==> src/rtl/cmd_dispatcher.sv <==
// Command dispatcher: buffers 64-bit instruction words, decodes the head in order
// and issues single-cycle command pulses to per-core engines, tracking each core's ready.
module cmd_dispatcher #(
  parameter int unsigned NUM_CORES  = 2,
  parameter int unsigned FIFO_DEPTH = 8
) (
  input  logic                      clk,
  input  logic                      rst,
  input  logic                      in_valid,
  input  logic [63:0]               in_data,
  output logic                      in_ready,
  output logic [NUM_CORES-1:0]      core_cmd_valid,
  output logic [8*NUM_CORES-1:0]    core_cmd_opcode,
  output logic [4*NUM_CORES-1:0]    core_cmd_slot,
  output logic [48*NUM_CORES-1:0]   core_cmd_dma_addr,
  input  logic [NUM_CORES-1:0]      core_ready,
  output logic                      busy,
  output logic                      err_bad_core,
  output logic [31:0]               issued_count
);

  localparam int unsigned PTR_W = (FIFO_DEPTH > 1) ? $clog2(FIFO_DEPTH) : 1;
  localparam int unsigned CNT_W = PTR_W + 1;
  localparam logic [7:0]  OP_NOP  = 8'h00;
  localparam logic [7:0]  OP_SYNC = 8'h01;

  typedef enum logic [1:0] {TRK_FREE, TRK_WAIT_LO, TRK_WAIT_HI} trk_e;

  logic [63:0]                  mem_q [FIFO_DEPTH];
  logic [63:0]                  mem_d [FIFO_DEPTH];
  logic [PTR_W-1:0]             wr_ptr_q, wr_ptr_d, rd_ptr_q, rd_ptr_d;
  logic [CNT_W-1:0]             cnt_q, cnt_d;
  logic                         head_vld_q, head_vld_d;
  trk_e                         trk_q [NUM_CORES];
  trk_e                         trk_d [NUM_CORES];
  logic [NUM_CORES-1:0]         vld_q, vld_d;
  logic [NUM_CORES-1:0][7:0]    opc_q, opc_d;
  logic [NUM_CORES-1:0][3:0]    slot_q, slot_d;
  logic [NUM_CORES-1:0][47:0]   addr_q, addr_d;
  logic                         bad_q, bad_d;
  logic [31:0]                  iss_q, iss_d;
  logic                         busy_q, busy_d;

  logic        push, pop, all_idle, any_busy;
  logic [63:0] head_word;
  logic [7:0]  head_op;
  logic [3:0]  head_core, head_slot;
  logic [47:0] head_addr;

  assign in_ready  = !rst && (cnt_q != CNT_W'(FIFO_DEPTH));
  assign push      = in_valid && in_ready;
  assign head_word = mem_q[rd_ptr_q];
  assign head_op   = head_word[63:56];
  assign head_core = head_word[55:52];
  assign head_slot = head_word[51:48];
  assign head_addr = head_word[47:0];

  assign core_cmd_valid    = vld_q;
  assign core_cmd_opcode   = opc_q;
  assign core_cmd_slot     = slot_q;
  assign core_cmd_dma_addr = addr_q;
  assign busy              = busy_q;
  assign err_bad_core      = bad_q;
  assign issued_count      = iss_q;

  // Head decode, per-core trackers and FIFO bookkeeping
  always_comb begin
    mem_d      = mem_q;
    wr_ptr_d   = wr_ptr_q;
    rd_ptr_d   = rd_ptr_q;
    trk_d      = trk_q;
    vld_d      = '0;
    opc_d      = opc_q;
    slot_d     = slot_q;
    addr_d     = addr_q;
    bad_d      = bad_q;
    iss_d      = iss_q;
    pop        = 1'b0;
    all_idle   = 1'b1;
    any_busy   = 1'b0;

    for (int unsigned c = 0; c < NUM_CORES; c++) begin
      if (trk_q[c] != TRK_FREE || !core_ready[c]) all_idle = 1'b0;
    end

    if (head_vld_q) begin
      if (head_op == OP_NOP) begin
        pop = 1'b1;
      end else if (head_op == OP_SYNC) begin
        pop = all_idle;
      end else if (32'(head_core) >= NUM_CORES) begin
        pop   = 1'b1;
        bad_d = 1'b1;
      end else begin
        for (int unsigned c = 0; c < NUM_CORES; c++) begin
          if (32'(head_core) == c && trk_q[c] == TRK_FREE && core_ready[c]) begin
            pop       = 1'b1;
            vld_d[c]  = 1'b1;
            opc_d[c]  = head_op;
            slot_d[c] = head_slot;
            addr_d[c] = head_addr;
            iss_d     = iss_q + 32'd1;
          end
        end
      end
    end

    // Ready low is only meaningful once the engine has sampled the pulse
    for (int unsigned c = 0; c < NUM_CORES; c++) begin
      case (trk_q[c])
        TRK_FREE:    if (vld_d[c]) trk_d[c] = TRK_WAIT_LO;
        TRK_WAIT_LO: if (!vld_q[c] && !core_ready[c]) trk_d[c] = TRK_WAIT_HI;
        TRK_WAIT_HI: if (core_ready[c]) trk_d[c] = TRK_FREE;
        default:     trk_d[c] = TRK_FREE;
      endcase
    end

    if (push) begin
      mem_d[wr_ptr_q] = in_data;
      wr_ptr_d        = wr_ptr_q + PTR_W'(1);
    end
    if (pop) rd_ptr_d = rd_ptr_q + PTR_W'(1);
    cnt_d = cnt_q + CNT_W'(push) - CNT_W'(pop);

    // A freshly written word becomes decodable one cycle after it lands
    head_vld_d = (cnt_q - CNT_W'(pop)) != '0;

    for (int unsigned c = 0; c < NUM_CORES; c++) begin
      if (trk_d[c] != TRK_FREE) any_busy = 1'b1;
    end
    busy_d = (cnt_d != '0) || any_busy;
  end

  always_ff @(posedge clk) begin
    if (rst) begin
      wr_ptr_q   <= '0;
      rd_ptr_q   <= '0;
      cnt_q      <= '0;
      head_vld_q <= 1'b0;
      for (int unsigned c = 0; c < NUM_CORES; c++) trk_q[c] <= TRK_FREE;
      vld_q      <= '0;
      opc_q      <= '0;
      slot_q     <= '0;
      addr_q     <= '0;
      bad_q      <= 1'b0;
      iss_q      <= '0;
      busy_q     <= 1'b0;
    end else begin
      wr_ptr_q   <= wr_ptr_d;
      rd_ptr_q   <= rd_ptr_d;
      cnt_q      <= cnt_d;
      head_vld_q <= head_vld_d;
      trk_q      <= trk_d;
      vld_q      <= vld_d;
      opc_q      <= opc_d;
      slot_q     <= slot_d;
      addr_q     <= addr_d;
      bad_q      <= bad_d;
      iss_q      <= iss_d;
      busy_q     <= busy_d;
    end
  end

  // Storage needs no reset; occupancy is tracked by the pointers and count
  always_ff @(posedge clk) begin
    mem_q <= mem_d;
  end

endmodule

==> config.mk <==
export PLATFORM = sky130hd
export DESIGN_NAME = cmd_dispatcher
export DESIGN_NICKNAME = d
export VERILOG_FILES = /design/src/rtl/cmd_dispatcher.sv
export SDC_FILE = /design/constraint.sdc
export NUM_CORES = 1
export LEC_CHECK = 0
export ABC_AREA = 1
export CAP_MARGIN = 25
export CORE_ASPECT_RATIO = 1.25
export CORE_MARGIN = 5
export CORE_UTILIZATION = 45
export DETAILED_ROUTE_END_ITERATION = 7
export PLACE_DENSITY = 0.67
export SYNTH_ARGS = -nofsm -noshare
export SYNTH_HDL_FRONTEND = slang
export SYNTH_SLANG_ARGS = --single-unit
==> constraint.sdc <==
create_clock -name clk -period 4.4 [get_ports clk]
set_input_delay 0.88 -clock clk [delete_from_list [all_inputs] [get_ports clk]]
set_output_delay 0.88 -clock clk [all_outputs]
set_load 0.05 [all_outputs]
==> results.cfg, run 1 <==
[critical_path]
timing.rr.end = busy
cp.buffers_inverters = 3
crit_path_end = busy
critical_path.slowest_cell = sky130_fd_sc_hd__dfxtp_4
critical-path-top-delay-family = simple AND/OR/NAND/NOR gates
arrival_ns = 4.29
reg2reg_from = rd_ptr_q[0]
timing.critical_path.from = rd_ptr_q[0]
timing.critical_path.fanout_max = 42
r2r_setup_slack_ns = 0.59
crit_path_cell_trace = inv_6, nand2_1, nand2_1, nand2_1, nand3_1, nand2_1, nand2_1, nor2_1, nand2_4, nand2_1, nand2_1, a21oi_1, ha_1, inv_1, ha_1, fa_1, inv_1, nand3_1, nor2_1, nand3_1, nand2_1, nand3_1
start_kind = flip-flop
timing.critical_path.required_ns = 4.88
timing.setup.critical_path_class = flip-flop to flip-flop
levels_on_crit_path = 22
endpoint_kind_of_the_worst_setup_timing_path = flip-flop
critical_path.max_stage_delay_ns = 0.66
timing.reg2reg.worst_path_depth = 22
cp_common_cell = sky130_fd_sc_hd__nand2_1

[floorplan]
initial_core_util_pct = 45.4
die_height_um = 284
core-area_um2 = 59600
top_level_ports = 226
horiz_die_dim_um = 229
floorplan_row_count = 100
dieArea_um2 = 65100

[grt]
grt_first_pass_wirelength_mm = 110
globalRouteOverflowTotal = 0
number_of_antenna_violations_at_the_first_check_in_global_routing = 10
grt_max_degree = 113
global_routing_usage_summed_across_all_routing_layers_pct = 21.5
first_global_vias = 18800

[synth]
avgSynthCellArea_um2 = 10.8
post-synth-top-area-fraction_pct = 56.9
synth.lib_cells_used.distinct = 36
synth_edf_count = 512
synth_common_cells = 601 x sky130_fd_sc_hd__nor2_1, 512 x sky130_fd_sc_hd__edfxtp_1, 289 x sky130_fd_sc_hd__nand2_1, 260 x sky130_fd_sc_hd__o21ai_0, 171 x sky130_fd_sc_hd__dfxtp_1
yosysMostFrequentCell = sky130_fd_sc_hd__nor2_1
post_synth_instance_area_um2 = 27000
synthCells = 2493
synth-seq-cells = 683
synthDominantAreaCellType = sky130_fd_sc_hd__edfxtp_1
synth_async_sr_flop_share_pct = 0
post_synth_main_area_contributors = sky130_fd_sc_hd__edfxtp_1 57%, sky130_fd_sc_hd__dfxtp_1 13%, sky130_fd_sc_hd__nor2_1 8.3%
synth_sequential_area_ratio_pct = 69.5
synth_top_flop_cell = sky130_fd_sc_hd__edfxtp_1
yosysWarningCount = 0
synth.net_count = 2573

[route]
remaining_drc_errors = 0
first_pass_drt_iterations = 5
dr_total_vias = 19200
antenna_violating_nets_left = 0
detail_route.vias_per_cell = 5.47
route.final.wire_length_mm = 71.7
wl_per_cell_um = 20.4
detail_route.iter0.violations = 1624

[sta]
timing.hold.ws_ns = 0.468
achievable-frequency_mhz = 263
worst_pin_slew_ns = 0.990
rsz_0062_raised_after_global_routing = no
period_share_pct = 86.5
maxSlewHeadroom_pct = 34.0
finalWorstPathRequiredPeriod_ns = 3.81
timing.final.max_slew_violations = 0
hold_viol_final = 0
fin_tns_setup_ns = 0
final-setup-viol-count = 0
fin_skew_ns = 0.0263

[clocking]
clkSinkCount = 683
tritoncts = yes
clockRootBuffer = sky130_fd_sc_hd__clkbuf_16
clk_pin_slew_worst_paths_ns = 0.06
post-cts-setup-buffers = 0
cts_buffers = 67
htreeDepth = 3
cts_max_path_buffers = 3
count_of_hold_buffers_inserted_by_post_cts_repair = 0
source_to_sink_clock_delay_at_the_later_pin_of_the_worst_skew_pair_ns = 0.61
resized_gates_after_cts = 0

[cells_and_area]
final_nets = 2764
syn2layout_area_growth_pct = 19.3
final_layout_size_suffix_gt1_share_pct = 6.61
fillCellCount = 5024
layout.cell_area.non_filler_um2 = 32300
area_used_by_multi_input_combinational_logic_um2 = 7200
layout.cells.non_filler = 3507
regArea_um2 = 18800

[power]
cellPowerDensity_nw_per_um2 = 557
maximum_resistive_drop_on_vdd_v = 0.000430
leakage_nw = 11.1
power_mw = 18.0

[job]
drv_cap = 0

[worst_hold_path]
worst_hold_path_type = flip-flop to flip-flop

[place]
placedInstanceArea_um2 = 29900
dpl.hpwl_mm = 43.2
port_buffers = 225
inst_count_dp = 3378
finalWeightedCongestion = 0.918

[status]
run_status = finished clean
[worst min path at each step]
stage | start | to | slack [ns] | cells past startpoint
2_1_floorplan | cnt_q[2] | head_vld_q | 0.45 | 2
3_3_place_gp | core_cmd_dma_addr[87] | core_cmd_dma_addr[87] | 0.46 | 2
3_5_place_dp | core_cmd_dma_addr[55] | core_cmd_dma_addr[55] | 0.46 | 2
4_1_cts | core_cmd_dma_addr[55] | core_cmd_dma_addr[55] | 0.47 | 2
5_1_grt | core_cmd_dma_addr[61] | core_cmd_dma_addr[61] | 0.49 | 2
6_report | core_cmd_dma_addr[55] | core_cmd_dma_addr[55] | 0.47 | 2
[through the flow]
step                worst slack [ns]  utilization, %
global route                   0.337            54.2
floorplan                     -0.183               -
CTS                            0.605            54.1
detailed placement             0.380            50.3
finish                         0.595            54.2
global placement               0.448            50.3
[sequential cells by signal, indices dropped and copies added, names as in the netlist]
name	flops
mem_q	512
core_cmd_dma_addr	96
issued_count	32
core_cmd_opcode	16
core_cmd_slot	8
cnt_q	4
trk_q	4
rd_ptr_q	3
wr_ptr_q	3
core_cmd_valid	2
busy	1
err_bad_core	1
head_vld_q	1
[report_power, final]
group | switching (mW) | internal (mW)
Clock | 2.43 | 3.43
Sequential | 0.228 | 7.20
Combinational | 3.30 | 1.37
[area by class of cell]
class	count	area share [%]
diodes	4	0.0310
clock buffers	88	5.81
clock inverters	35	1.18
inverters	109	1.30
multi-input cells	1554	22.3
flip-flops and latches	683	58.3
well taps	765	2.97
repair buffers	269	8.11
[worst min-delay path, cell delays in order (launching register included)]
cell	delay [ns]
sky130_fd_sc_hd__dfxtp_1	0.31
sky130_fd_sc_hd__nand2_1	0.06
sky130_fd_sc_hd__a21oi_1	0.05
[layer usage]
layer | share of wire [%] | vias up | track usage, %
met2 | 51 | 687 | 37.9
li1 | - | 8989 | -
met3 | 7.0 | 111 | 4.32
met5 | 0.077 | - | 0
met1 | 40 | 9374 | 26.7
met4 | 2.1 | 8 | 6.84
[cell families (layout without fill, tap and decap cells)]
logic type      Yosys count  after routing  share of synthesized area (%)
simple gates           1027           1027                           15.4
fa+ha+maj                11             11                          0.537
xor+xnor                 32             32                           1.04
other cells               0              4                              0
flops                   683            683                           69.5
buf+inv                 256            501                           4.06
compound gates          484            484                           9.48
[cells in the final DEF (no fill, tap or decap), types with 12 or more instances in the layout]
cell type	count
sky130_fd_sc_hd__xor2_1	22
sky130_fd_sc_hd__nor2_1	593
sky130_fd_sc_hd__edfxtp_1	512
sky130_fd_sc_hd__o22ai_1	52
sky130_fd_sc_hd__inv_1	102
sky130_fd_sc_hd__clkinv_2	12
sky130_fd_sc_hd__o21ai_1	37
sky130_fd_sc_hd__o21ai_0	260
sky130_fd_sc_hd__nor3_1	18
sky130_fd_sc_hd__a21oi_1	77
sky130_fd_sc_hd__clkbuf_16	70
sky130_fd_sc_hd__a31oi_1	56
sky130_fd_sc_hd__nand3_1	92
sky130_fd_sc_hd__dfxtp_1	169
sky130_fd_sc_hd__nand2_1	289
sky130_fd_sc_hd__clkdlybuf4s50_1	224
sky130_fd_sc_hd__buf_4	42
(Power assumes the default switching activity.)
==> run 2, diff against run 1 <==
--- a/config.mk
+++ b/config.mk
@@ -5,12 +5,12 @@
 export SDC_FILE = /design/constraint.sdc
 export NUM_CORES = 1
 export LEC_CHECK = 0
-export ABC_AREA = 1
 export CAP_MARGIN = 25
 export CORE_ASPECT_RATIO = 1.25
 export CORE_MARGIN = 5
 export CORE_UTILIZATION = 45
 export DETAILED_ROUTE_END_ITERATION = 7
+export HOLD_SLACK_MARGIN = 0.06
 export PLACE_DENSITY = 0.67
 export SYNTH_ARGS = -nofsm -noshare
 export SYNTH_HDL_FRONTEND = slang
==> constraint.sdc (replaced) <==
create_clock -name clk -period 3.1 [get_ports clk]
set_input_delay 0.62 -clock clk [delete_from_list [all_inputs] [get_ports clk]]
set_output_delay 0.62 -clock clk [all_outputs]
set_load 0.05 [all_outputs]
==> results.cfg, run 2 <==
[critical_path]
timing.rr.end = busy
endpoint_kind_of_the_worst_setup_timing_path = flip-flop
timing.critical_path.required_ns = 3.54
reg2reg_from = rd_ptr_q[0]
timing.critical_path.fanout_max = 5
timing.reg2reg.worst_path_depth = 15
timing.setup.critical_path_class = flip-flop to flip-flop
critical_path.max_stage_delay_ns = 0.57
critical_path.slowest_cell = sky130_fd_sc_hd__or4_4
cp.buffers_inverters = 3
start_kind = flip-flop
crit_path_cell_trace = buf_12, mux4_2, mux2_4, or4_4, nor4_4, mux2_4, and2_4, ha_4, inv_2, ha_4, buf_4, fa_2, xor2_1, nor4b_1, a31oi_1
r2r_setup_slack_ns = -1.12
arrival_ns = 4.66
critical-path-top-delay-family = simple AND/OR/NAND/NOR gates

[place]
inst_count_dp = 2536
finalWeightedCongestion = 0.761
placedInstanceArea_um2 = 29500
port_buffers = 225
dpl.hpwl_mm = 36.3

[synth]
avgSynthCellArea_um2 = 16.3
post-synth-top-area-fraction_pct = 59.6
synth_async_sr_flop_share_pct = 0
yosysMostFrequentCell = sky130_fd_sc_hd__edfxtp_1
post_synth_main_area_contributors = sky130_fd_sc_hd__edfxtp_1 60%, sky130_fd_sc_hd__dfxtp_1 13%, sky130_fd_sc_hd__mux4_2 10%
synth_sequential_area_ratio_pct = 72.9
synth_top_flop_cell = sky130_fd_sc_hd__edfxtp_1
yosysWarningCount = 0
synth_edf_count = 512
synth_common_cells = 512 x sky130_fd_sc_hd__edfxtp_1, 301 x sky130_fd_sc_hd__nor2_1, 171 x sky130_fd_sc_hd__dfxtp_1, 137 x sky130_fd_sc_hd__nor3_1, 114 x sky130_fd_sc_hd__mux4_2
synth-seq-cells = 683
synthDominantAreaCellType = sky130_fd_sc_hd__edfxtp_1
synth.net_count = 1663
synth.lib_cells_used.distinct = 53
post_synth_instance_area_um2 = 25800
synthCells = 1583

[sta]
achievable-frequency_mhz = 237
maxSlewHeadroom_pct = 43.5
worst_pin_slew_ns = 0.848
setup_ws_ns = -1.12
hold_viol_final = 0
period_share_pct = 136
finalWorstPathRequiredPeriod_ns = 4.22
timing.hold.ws_ns = 0.364
final-setup-viol-count = 130
fin_tns_setup_ns = -20.83
rsz_0062_raised_after_global_routing = yes
fin_skew_ns = 0.0230
timing.final.max_slew_violations = 0

[clocking]
tritoncts = yes
clkSinkCount = 683
source_to_sink_clock_delay_at_the_later_pin_of_the_worst_skew_pair_ns = 0.60
clockRootBuffer = sky130_fd_sc_hd__clkbuf_16
cts_buffers = 67
htreeDepth = 3
cts_max_path_buffers = 3
clk_pin_slew_worst_paths_ns = 0.06
count_of_hold_buffers_inserted_by_post_cts_repair = 0

[grt]
first_global_vias = 15000
number_of_antenna_violations_at_the_first_check_in_global_routing = 13
global_routing_usage_summed_across_all_routing_layers_pct = 19.0
grt_first_pass_wirelength_mm = 91.0
grt_max_degree = 176
globalRouteOverflowTotal = 0

[floorplan]
initial_core_util_pct = 45.2
dieArea_um2 = 62200
floorplan_row_count = 98
core-area_um2 = 57000
horiz_die_dim_um = 224
die_height_um = 278
top_level_ports = 226

[cells_and_area]
layout.cells.non_filler = 2674
number_of_flip_flops_under_the_largest_register_name = 512
final_layout_size_suffix_gt1_share_pct = 20.8
max_flop_register = mem_q
regArea_um2 = 18800
most_common_cell_after_layout_fill_and_taps_aside = sky130_fd_sc_hd__edfxtp_1
final_nets = 1946
mostFrequentLayoutCells = 512 x sky130_fd_sc_hd__edfxtp_1, 296 x sky130_fd_sc_hd__nor2_1, 223 x sky130_fd_sc_hd__clkdlybuf4s50_1
layout.cell_area.non_filler_um2 = 31900
syn2layout_area_growth_pct = 23.8
fillCellCount = 4423
area_used_by_multi_input_combinational_logic_um2 = 6830
fin_util_pct = 56.0

[route]
route.final.wire_length_mm = 59.2
first_pass_drt_iterations = 4
detail_route.iter0.violations = 1079
remaining_drc_errors = 0
dr_total_vias = 14500
antenna_violating_nets_left = 0
detail_route.vias_per_cell = 5.41
wl_per_cell_um = 22.2

[worst_hold_path]
min_to = wr_ptr_q[1]
hold-path-cell-count = 4
worst_hold_path_type = primary input to flip-flop
beginning_of_the_worst_hold_path = rst

[power]
share_seq_of_total_power_pct = 44.4
cellPowerDensity_nw_per_um2 = 734
leakage_nw = 10.2
clk_network_pwr_share_pct = 33.9
power.share.combinational_pct = 21.7
maximum_resistive_drop_on_vdd_v = 0.000573
internal_power_mw = 17.2
p_switching_mw = 6.22
netSwitchingFraction_pct = 26.6

[status]
run_status = complete, but fails checks
failed_checks = setup timing

[job]
drv_cap = 0
==> run 2: cell count changes after synthesis, moves of 52 or more <==
cell	change
sky130_fd_sc_hd__nand2_1	-260
sky130_fd_sc_hd__nor2_1	-300
sky130_fd_sc_hd__mux4_2	+114
sky130_fd_sc_hd__a21oi_1	-70
sky130_fd_sc_hd__mux2_2	+58
sky130_fd_sc_hd__a31oi_1	-52
sky130_fd_sc_hd__nor3_1	+119
sky130_fd_sc_hd__inv_1	-95
sky130_fd_sc_hd__o21ai_0	-253
sky130_fd_sc_hd__nand3_1	-83
==> run 2: kinds of logic after synthesis <==
family                     count (synthesis)  synth area share, %
xor gates and xnor gates                  30                 1.02
DFF                                      683                 72.9
buffers and inverters                     96                 1.62
adders and majority gates                 11                0.563
and+or+nand+nor                          551                 9.73
muxes                                    184                 13.5
AOI/OAI and AO/OA                         28                0.669
==> run 2: worst reg2reg max path: cells and delay by family (launching register included) <==
| kind | cells | cell delay, ns |
|---|---|---|
| and+or+nand+nor | 4 | 1.24 |
| muxes | 3 | 1.12 |
| adders and majority gates | 3 | 0.75 |
| DFF | 1 | 0.39 |
| buffers and inverters | 3 | 0.28 |
| xor gates and xnor gates | 1 | 0.19 |
| AOI/OAI and AO/OA | 1 | 0.13 |
==> run 2: layout make-up <==
class	count	share of cell area (%)
Clock buffer	91	5.96
Antenna cell	5	0.0392
Multi-Input combinational cell	804	21.4
Clock inverter	31	0.874
Timing Repair Buffer	300	9.78
Tap cell	750	2.94
Sequential cell	683	58.9
Inverter	10	0.121
==> run 2: worst max path at each step <==
stage	slack [ns]	from	endpoint	depth (start not counted)
floorplan	-1.07	rd_ptr_q[0]	busy	18
global placement	-1.17	rd_ptr_q[0]	busy	16
finish	-1.12	rd_ptr_q[0]	busy	15
detailed placement	-1.19	rd_ptr_q[0]	busy	16
global route	-1.26	rd_ptr_q[0]	busy	17
CTS	-1.07	rd_ptr_q[0]	busy	17
==> run 2: repair_timing <==
| action | CTS | global route |
|---|---|---|
| pin swaps | 7 | 4 |
| endpoints found under the setup margin | 137 | 146 |
| buffers inserted | 6 | 7 |
| gates resized for setup | 21 | 12 |
==> run 2: power groups by stage <==
stage	combinational, mW	clock, mW	sequential, mW
floorplan	3.00	0	11.0
global placement	4.86	0	10.6
detailed placement	4.91	0	10.6
CTS	5.07	8.15	10.4
global route	5.48	8.59	10.4
finish	5.08	7.95	10.4
==> run 2: layer usage <==
layer / GRT usage, % / up-vias / part of all wire [%]
li1: - / 6589 / -
met1: 25.0 / 7382 / 41
met2: 31.5 / 400 / 50
met3: 4.90 / 82 / 6.9
met4: 5.47 / 12 / 1.7
met5: 0 / - / 0.13
==> run 2: per-stage QoR <==
stage / setup slack (ns) / power (mW)
floorplan: -1.07 / 14.0
global placement: -1.17 / 15.5
detailed placement: -1.19 / 15.5
CTS: -1.07 / 23.6
global route: -1.26 / 24.5
finish: -1.12 / 23.4
==> run 3, diff against run 2 <==
--- a/config.mk
+++ b/config.mk
@@ -11,6 +11,7 @@
 export CORE_UTILIZATION = 45
 export DETAILED_ROUTE_END_ITERATION = 7
 export HOLD_SLACK_MARGIN = 0.06
+export MAX_ROUTING_LAYER = met4
 export PLACE_DENSITY = 0.67
 export SYNTH_ARGS = -nofsm -noshare
 export SYNTH_HDL_FRONTEND = slang
==> results.cfg, run 3 (synthesis results as in run 2) <==
[critical_path]
crit_path_cell_trace = buf_12, mux4_2, mux2_4, or4_4, nor4_4, mux2_4, and2_4, ha_4, inv_2, ha_4, buf_4, fa_2, xor2_1, nor4b_1, a31oi_1
timing.critical_path.required_ns = 3.54
critical_path.slowest_cell = sky130_fd_sc_hd__or4_4
critical_path.max_stage_delay_ns = 0.57
arrival_ns = 4.67
endpoint_kind_of_the_worst_setup_timing_path = flip-flop
start_kind = flip-flop
timing.setup.critical_path_class = flip-flop to flip-flop
timing.critical_path.fanout_max = 5

[grt]
number_of_antenna_violations_at_the_first_check_in_global_routing = 13
grt_first_pass_wirelength_mm = 91.1
globalRouteOverflowTotal = 0
first_global_vias = 14900
global_routing_usage_summed_across_all_routing_layers_pct = 19.6
grt_max_degree = 176

[cells_and_area]
max_flop_register = mem_q
final_layout_size_suffix_gt1_share_pct = 20.8
fillCellCount = 4420
mostFrequentLayoutCells = 512 x sky130_fd_sc_hd__edfxtp_1, 296 x sky130_fd_sc_hd__nor2_1, 223 x sky130_fd_sc_hd__clkdlybuf4s50_1
final_nets = 1946
number_of_flip_flops_under_the_largest_register_name = 512
layout.cell_area.non_filler_um2 = 31900
most_common_cell_after_layout_fill_and_taps_aside = sky130_fd_sc_hd__edfxtp_1
syn2layout_area_growth_pct = 23.8

[power]
leakage_nw = 10.2
maximum_resistive_drop_on_vdd_v = 0.000574
power_mw = 23.4
cellPowerDensity_nw_per_um2 = 733

[floorplan]
die_height_um = 278
initial_core_util_pct = 45.2
top_level_ports = 226
floorplan_row_count = 98
core-area_um2 = 57000
horiz_die_dim_um = 224
dieArea_um2 = 62200

[sta]
achievable-frequency_mhz = 236
hold_viol_final = 0
worst_pin_slew_ns = 0.834
rsz_0062_raised_after_global_routing = yes
fin_tns_setup_ns = -20.97
final-setup-viol-count = 130
timing.final.max_slew_violations = 0
timing.hold.ws_ns = 0.367
fin_skew_ns = 0.0219
finalWorstPathRequiredPeriod_ns = 4.23
maxSlewHeadroom_pct = 44.4
setup_ws_ns = -1.13
period_share_pct = 136

[place]
finalWeightedCongestion = 0.772
port_buffers = 225
dpl.hpwl_mm = 36.3
dp_worst_setup_slack_ns = -1.19
placedInstanceArea_um2 = 29500

[job]
drv_cap = 0

[route]
dr_total_vias = 14500
detail_route.vias_per_cell = 5.40
wl_per_cell_um = 22.0
remaining_drc_errors = 0
route.final.wire_length_mm = 59.0
first_pass_drt_iterations = 5
detail_route.iter0.violations = 1156
antenna_violating_nets_left = 0

[clocking]
clk_pin_slew_worst_paths_ns = 0.06
clockRootBuffer = sky130_fd_sc_hd__clkbuf_16
source_to_sink_clock_delay_at_the_later_pin_of_the_worst_skew_pair_ns = 0.60
clkSinkCount = 683
htreeDepth = 3
cts_buffers = 67
count_of_hold_buffers_inserted_by_post_cts_repair = 0
cts_max_path_buffers = 3
tritoncts = yes

[worst_hold_path]
worst_hold_path_type = primary input to flip-flop

[status]
run_status = complete, but fails checks
failed_checks = setup timing
-- run 3: changes by cell type in the layout (fill, tap and decap cells not counted), sizes merged --
cell   previous run  this run
diode             5        11
-- run 3: worst max-delay path: cells and delay by family (launching register included) --
kind	cells	cell delay, ns
adders and majority gates	3	0.75
muxes	3	1.11
xor gates and xnor gates	1	0.19
buffers and inverters	3	0.28
AOI/OAI and AO/OA	1	0.13
DFF	1	0.39
and+or+nand+nor	4	1.24
-- run 3: final timing paths --
kind         slack [ns]  cells past startpoint              from          endpoint
max               -1.13                     15       rd_ptr_q[0]              busy
min                0.37                      4               rst       wr_ptr_q[1]
max reg2reg       -1.13                     15       rd_ptr_q[0]              busy
min reg2reg        0.49                      2  issued_count[31]  issued_count[31]
-- run 3: final cells by class --
cell class                      count  area, um2  area share [%]
Antenna cell                       11       27.5          0.0862
Clock buffer                       91       1900            5.95
Clock inverter                     31        279           0.874
Inverter                           10       38.8           0.121
Multi-Input combinational cell    804       6830            21.4
Sequential cell                   683      18800            58.9
Tap cell                          750        938            2.94
Timing Repair Buffer              300       3120            9.78
-- run 3: where the power goes --
part / total [mW] / internal, mW / switching, mW
logic: 5.07 / 2.42 / 2.66
registers: 10.4 / 10.2 / 0.208
clock network: 7.94 / 4.59 / 3.35
-- run 3: what timing repair did --
| item | 4_1_cts | 5_1_grt |
|---|---|---|
| hold endpoints to repair | 0 | 0 |
| resized for setup | 21 | 11 |
| setup buffers | 6 | 7 |
| pin swaps | 7 | 4 |
| endpoints found under the setup margin | 137 | 146 |
-- run 3: per-stage QoR --
step                      utilization [%]  std cells
after CTS                            55.8       2663
after global routing                 56.0       2680
after floorplan                         -       1583
after global placement               51.8       2536
after detailed placement             51.8       2536
final                                56.0       2680
-- run 3: layer usage --
layer	vias to the layer above	wire, um	global-route usage, %
met3	72	4070	4.64
met2	438	29300	31.5
met1	7366	24700	25.2
met4	0	939	5.47
li1	6600	-	-
met5	-	0	-
